**src/rtl/i2c_pkg.sv**
```systemverilog
// Shared types and constants for the I2C byte receiver.
package i2c_pkg;

  localparam int unsigned BYTE_W = 8;
  localparam int unsigned CNT_W  = 3;
  localparam int unsigned ADDR_W = 7;

  localparam logic [ADDR_W-1:0] SLAVE_ADDR_DEFAULT = 7'b1111000;

  typedef enum logic [2:0] {
    ST_IDLE,
    ST_ADDR,
    ST_ADDR_ACK,
    ST_DATA,
    ST_DATA_ACK
  } state_t;

endpackage

```
**src/rtl/i2c_sync_edge.sv**
```systemverilog
// Two-flop synchronizer for one raw bus line, plus a history flop for edges.
module i2c_sync_edge (
  input  logic clk,
  input  logic n_rst,
  input  logic din,
  output logic level,
  output logic level_prev,
  output logic rise_c,
  output logic fall_c
);

  logic meta;

  // Resets to 1 so an idle bus out of reset shows no edge.
  always_ff @(posedge clk or negedge n_rst) begin
    if (!n_rst) begin
      meta       <= 1'b1;
      level      <= 1'b1;
      level_prev <= 1'b1;
    end else begin
      meta       <= din;
      level      <= meta;
      level_prev <= level;
    end
  end

  assign rise_c = level & ~level_prev;
  assign fall_c = ~level & level_prev;

endmodule

```
**src/rtl/i2c_rx_byte.sv**
```systemverilog
// I2C slave receive path: START/STOP detection, address match, data bytes.
module i2c_rx_byte
  import i2c_pkg::*;
#(
  parameter logic [ADDR_W-1:0] SLAVE_ADDR = SLAVE_ADDR_DEFAULT
) (
  input  logic              clk,
  input  logic              n_rst,
  input  logic              scl,
  input  logic              sda_in,
  output logic [BYTE_W-1:0] rx_data,
  output logic              byte_received,
  output logic              start_found,
  output logic              stop_found,
  output logic              address_match,
  output logic              rw_mode,
  output logic              ack_req
);

  logic scl_lvl, scl_prev, scl_rise, scl_fall;
  logic sda_lvl, sda_prev, sda_rise, sda_fall;

  i2c_sync_edge u_scl_sync (
    .clk        (clk),
    .n_rst      (n_rst),
    .din        (scl),
    .level      (scl_lvl),
    .level_prev (scl_prev),
    .rise_c     (scl_rise),
    .fall_c     (scl_fall)
  );

  i2c_sync_edge u_sda_sync (
    .clk        (clk),
    .n_rst      (n_rst),
    .din        (sda_in),
    .level      (sda_lvl),
    .level_prev (sda_prev),
    .rise_c     (sda_rise),
    .fall_c     (sda_fall)
  );

  logic scl_high_c, start_c, stop_c;
  assign scl_high_c = scl_lvl & scl_prev;
  assign start_c    = scl_high_c & sda_fall;
  assign stop_c     = scl_high_c & sda_rise;

  state_t             state, state_d;
  logic [CNT_W-1:0]   cnt, cnt_d;
  logic [BYTE_W-1:0]  shift, shift_d;
  logic               byte_done, byte_done_d;
  logic [BYTE_W-1:0]  rx_data_d;
  logic               byte_received_d, start_found_d, stop_found_d;
  logic               address_match_d, rw_mode_d, ack_req_d;

  // State and all registered outputs.
  always_ff @(posedge clk or negedge n_rst) begin
    if (!n_rst) begin
      state         <= ST_IDLE;
      cnt           <= '0;
      shift         <= '0;
      byte_done     <= 1'b0;
      rx_data       <= '0;
      byte_received <= 1'b0;
      start_found   <= 1'b0;
      stop_found    <= 1'b0;
      address_match <= 1'b0;
      rw_mode       <= 1'b0;
      ack_req       <= 1'b0;
    end else begin
      state         <= state_d;
      cnt           <= cnt_d;
      shift         <= shift_d;
      byte_done     <= byte_done_d;
      rx_data       <= rx_data_d;
      byte_received <= byte_received_d;
      start_found   <= start_found_d;
      stop_found    <= stop_found_d;
      address_match <= address_match_d;
      rw_mode       <= rw_mode_d;
      ack_req       <= ack_req_d;
    end
  end

  // Next state; STOP beats START beats SCL edges.
  always_comb begin
    state_d         = state;
    cnt_d           = cnt;
    shift_d         = shift;
    byte_done_d     = byte_done;
    rx_data_d       = rx_data;
    byte_received_d = 1'b0;
    start_found_d   = 1'b0;
    stop_found_d    = 1'b0;
    address_match_d = address_match;
    rw_mode_d       = rw_mode;
    ack_req_d       = ack_req;

    if (stop_c) begin
      state_d         = ST_IDLE;
      stop_found_d    = 1'b1;
      address_match_d = 1'b0;
      ack_req_d       = 1'b0;
      byte_done_d     = 1'b0;
    end else if (start_c) begin
      state_d         = ST_ADDR;
      start_found_d   = 1'b1;
      cnt_d           = '0;
      address_match_d = 1'b0;
      ack_req_d       = 1'b0;
      byte_done_d     = 1'b0;
    end else begin
      unique case (state)
        ST_ADDR, ST_DATA: begin
          if (scl_rise) begin
            shift_d = {shift[BYTE_W-2:0], sda_lvl};
            cnt_d   = cnt + CNT_W'(1);
            if (cnt == CNT_W'(7)) begin
              byte_done_d = 1'b1;
              if (state == ST_ADDR) begin
                rw_mode_d       = sda_lvl;
                address_match_d = (shift[ADDR_W-1:0] == SLAVE_ADDR) && !sda_lvl;
              end else begin
                rx_data_d       = {shift[BYTE_W-2:0], sda_lvl};
                byte_received_d = 1'b1;
              end
            end
          end else if (scl_fall && byte_done) begin
            byte_done_d = 1'b0;
            if (state == ST_DATA) begin
              state_d   = ST_DATA_ACK;
              ack_req_d = 1'b1;
            end else if (address_match) begin
              state_d   = ST_ADDR_ACK;
              ack_req_d = 1'b1;
            end else begin
              state_d = ST_IDLE;
            end
          end
        end
        // The fall that entered this state counts as the first; the
        // ACK clock's own fall is the second and ends the ACK.
        ST_ADDR_ACK, ST_DATA_ACK: begin
          if (scl_fall) begin
            state_d     = ST_DATA;
            cnt_d       = '0;
            ack_req_d   = 1'b0;
            byte_done_d = 1'b0;
          end
        end
        default: ;
      endcase
    end
  end

endmodule
```
**config.mk**
```make
export PLATFORM = sky130hd
export DESIGN_NAME = i2c_rx_byte
export DESIGN_NICKNAME = d
export VERILOG_FILES = /design/src/rtl/i2c_pkg.sv /design/src/rtl/i2c_sync_edge.sv /design/src/rtl/i2c_rx_byte.sv
export SDC_FILE = /design/constraint.sdc
export NUM_CORES = 1
export LEC_CHECK = 0
export ABC_AREA = 1
export CAP_MARGIN = 20
export CORE_AREA = 2 2 73 75
export DETAILED_ROUTE_END_ITERATION = 6
export DIE_AREA = 0 0 75 77
export PLACE_DENSITY_LB_ADDON = 0.15
export SYNTH_ARGS = -nofsm -noshare
export SYNTH_HDL_FRONTEND = slang
export SYNTH_HIERARCHICAL = 1
export SYNTH_SLANG_ARGS = --single-unit
```
**constraint.sdc**
```tcl
create_clock -name clk -period 2.1 [get_ports clk]
set_input_delay 0.42 -clock clk [delete_from_list [all_inputs] [get_ports clk]]
set_output_delay 0.42 -clock clk [all_outputs]
set_load 0.01 [all_outputs]
```
==> metrics.md <==
| Metric | Value |
|---|---|
| Final Cycle Share | `85.4%` |
| Antenna violations before repair | `0` |
| Core area | `4980 sq um` |
| Clock insertion delay at the later pin of the skew report | `approximately 280 ps` |
| Largest family of logic cells by synthesized area | `simple AND/OR/NAND/NOR gates` |
| Max Cap Viol | `0` |
| First-pass GRT wire length | `5470 microns` |
| Fin nets | `202` |
| Number of global-route vias before repair | `1,165` |
| Worst Skew | `approximately 9.5 ps` |
| CP Capture Type | `flop` |
| Die height | `77 microns` |
| Slew @ Worst Pin | `581 ps` |
| Io pins | `18` |
| Total CTS buffers | `5` |
| Post-Syn Area | `1610 sq um` |
| Sequential share of the synthesized area | `between 50% and 60%` |
| IO Port Bufs | `17` |
| Largest net degree at the start of global routing | `35` |
| Pleak | `0.955 nW` |
| Max VDD drop | `about 0.4 mV` |
| Post-CTS setup buffer count | `0` |
| Post-synth top area share | `43.6%` |
| Synth Area in XOR/XNOR | `0%` |
| DRC | `0` |
| Worst hold slack | `356 ps` |
| Pins Over Slew Limit | `0` |
| Hold Path Class | `flop to flop` |
| CTS Hold Bufs | `0` |
| Crit path time final | `1790 ps` |
| Synth area leader | `dfrtp_1` |
| Multi-input logic area | `609 sq um` |
| CP required | `2270 ps` |
| CP arrival | `roughly 2000 ps` |
| Post-DP HPWL | `2210 microns` |
| Drt first pass iters | `4` |
| Initial Utilization | `32.3%` |
| Sequential cell area | `858 sq um` |
| Setup TNS | `0 ps` |
| Mux cell area share after synthesis | `0%` |
| Syn Nets | `180` |
| CTS resizes | `0` |
| H-Tree Depth | `2` |
| Layout cell share with drive strength beyond 1 | `21.4%` |
| Synth Area in Adders | `between 2 and 2.5%` |
| Chip Width | `75 microns` |
| Gr ovfl total | `0` |
| Post-Synth Simple-Gate Area | `about a quarter` |
| Unrepaired setup endpoints after global routing | `no` |
| Filler Cell Count | `505` |
| DR vias/cell | `between 4 and 5` |
| Via Count | `between 1,000 and 1,500` |
| Cells after synthesis | `173` |
| Crit-path max FO | `17` |
| Power per cell area | `842 nW/um^2` |
| Slew headroom | `between 60% and 70%` |
| Ys Warns | `6` |
| Num rows | `26` |
| GR Util All Layers | `12.5%` |
| Most frequent cells in the layout | `44 x nand2_1, 28 x dfrtp_1, 25 x inv_1` |
| Initial DRC Count | `between 60 and 70` |
| Endpoints failing hold | `0` |
| Netlist cell types | `22` |
| Ranking of synthesized cells by area | `dfrtp_1 44%, nand2_1 10%, dfstp_2 9.8%, o21ai_2 6.0%, inv_1 5.8%` |
| CTS root buf | `clkbuf_8` |
| Placer Congestion | `0.827` |
| Clock slew at reported path FFs | `70 ps` |
| Worst setup path category | `flop to flop` |
| Post-DR wirelength/cell | `11.3 microns` |
| Syn_area_per_cell | `just over 9 sq um` |
| N_diodes | `0` |
| Post-synthesis compound-gate area fraction | `between 10% and 20%` |
| Clock sink total | `34` |
| Die footprint | `5780 sq um` |
| Final setup violation count | `0` |
| Antenna Nets Post-Route | `0` |
| Total wire length | `between 3000 and 4000 microns` |
| Status | `completed` |
| Commonest non-fill, non-tap cell in the layout | `nand2_1` |
| Syn-to-layout area delta | `23.0%` |
| Max Fclk | `558 MHz` |
| Clock buffer depth | `2` |
| Crit path launch type | `flop` |
| Yosys reg bits | `34` |
| CTS tree | `built` |
==> synth_stat cells <==
cell type	n
nor2_1	10
nor2_4	2
nand3_2	4
o21ai_1	12
nor2_2	1
o21ai_2	11
dfrtp_1	28
nand3_1	6
o21ai_4	1
nand4_1	2
ha_1	3
o21ai_0	3
and3_1	1
dfstp_2	6
nand2_4	3
inv_1	25
a21oi_1	1
buf_6	3
nor4_1	2
nand2_2	2
nand2_1	44
inv_2	3
==> cells by family (layout without fill, tap and decap cells) <==
group                    after synthesis  count (layout)
buffers and inverters                 31              54
AND/OR/NAND/NOR                       77              77
adder cells (fa/ha/maj)                3               3
AO/OA/AOI/OAI                         28              28
flip-flops                            34              34
==> stage by stage <==
stage	total power, mW	utilization, %	worst slack [ps]	std cells	area (sq um)
2_1_floorplan	0.885	-	657	173	1610
3_3_place_gp	0.952	36.9	337	258	1840
3_5_place_dp	0.957	36.9	288	258	1840
4_1_cts	1.69	39.7	278	266	1980
5_1_grt	1.76	39.7	60.6	266	1980
6_report	1.66	39.7	307	266	1980
==> worst max-delay path, stage by stage (launching register included) <==
cell and delay (ps):
dfstp_2 560, nor2_1 70, o21ai_2 470, nand2_4 240, o21ai_2 200, nor2_1 60
nand2_1 50, nand2_1 50
==> area by class of cell <==
class	instances	area share [%]
Multi-Input combinational cell	108	30.8
Clock buffer	5	3.48
Timing Repair Buffer	18	8.99
Inverter	28	5.32
Clock inverter	3	3.48
Sequential cell	34	43.4
Tap cell	70	4.43
==> sequential cells by signal, indices dropped and copies added (netlist names) <==
signal,count
shift,7
state,3
ack_req,1
start_found,1
rx_data,8
byte_done,1
u_sda_sync/level,1
u_scl_sync/level,1
cnt,3
byte_received,1
rw_mode,1
address_match,1
u_scl_sync/meta,1
u_sda_sync/meta,1
stop_found,1
u_scl_sync/level_prev,1
u_sda_sync/level_prev,1
==> metal layers <==
layer	up-vias	part of all wire (%)	GRT usage [%]
li1	587	-	-
met1	551	48	17.1
met2	17	47	18.2
met3	5	3.5	3.94
met4	0	1.7	4.82
met5	-	0	0
==> where the power goes <==
part | internal, mW | switching (mW) | total, mW
sequential | 0.710 | 0.0366 | 0.747
combinational | 0.0768 | 0.117 | 0.193
clock | 0.476 | 0.247 | 0.723
total | 1.26 | 0.400 | 1.66
==> worst paths after layout <==
path	from	endpoint	slack [ps]	cells past startpoint
worst max register to register	u_sda_sync/level	byte_done	310	7
max in group asynchronous	n_rst	u_sda_sync/level	1210	2
min in group asynchronous	n_rst	rx_data[7]	550	2
worst max-delay path	u_sda_sync/level	byte_done	310	7
worst min register to register	u_scl_sync/meta	u_scl_sync/level	360	0
worst min-delay path	u_scl_sync/meta	u_scl_sync/level	360	0
(Power assumes the default switching activity.)
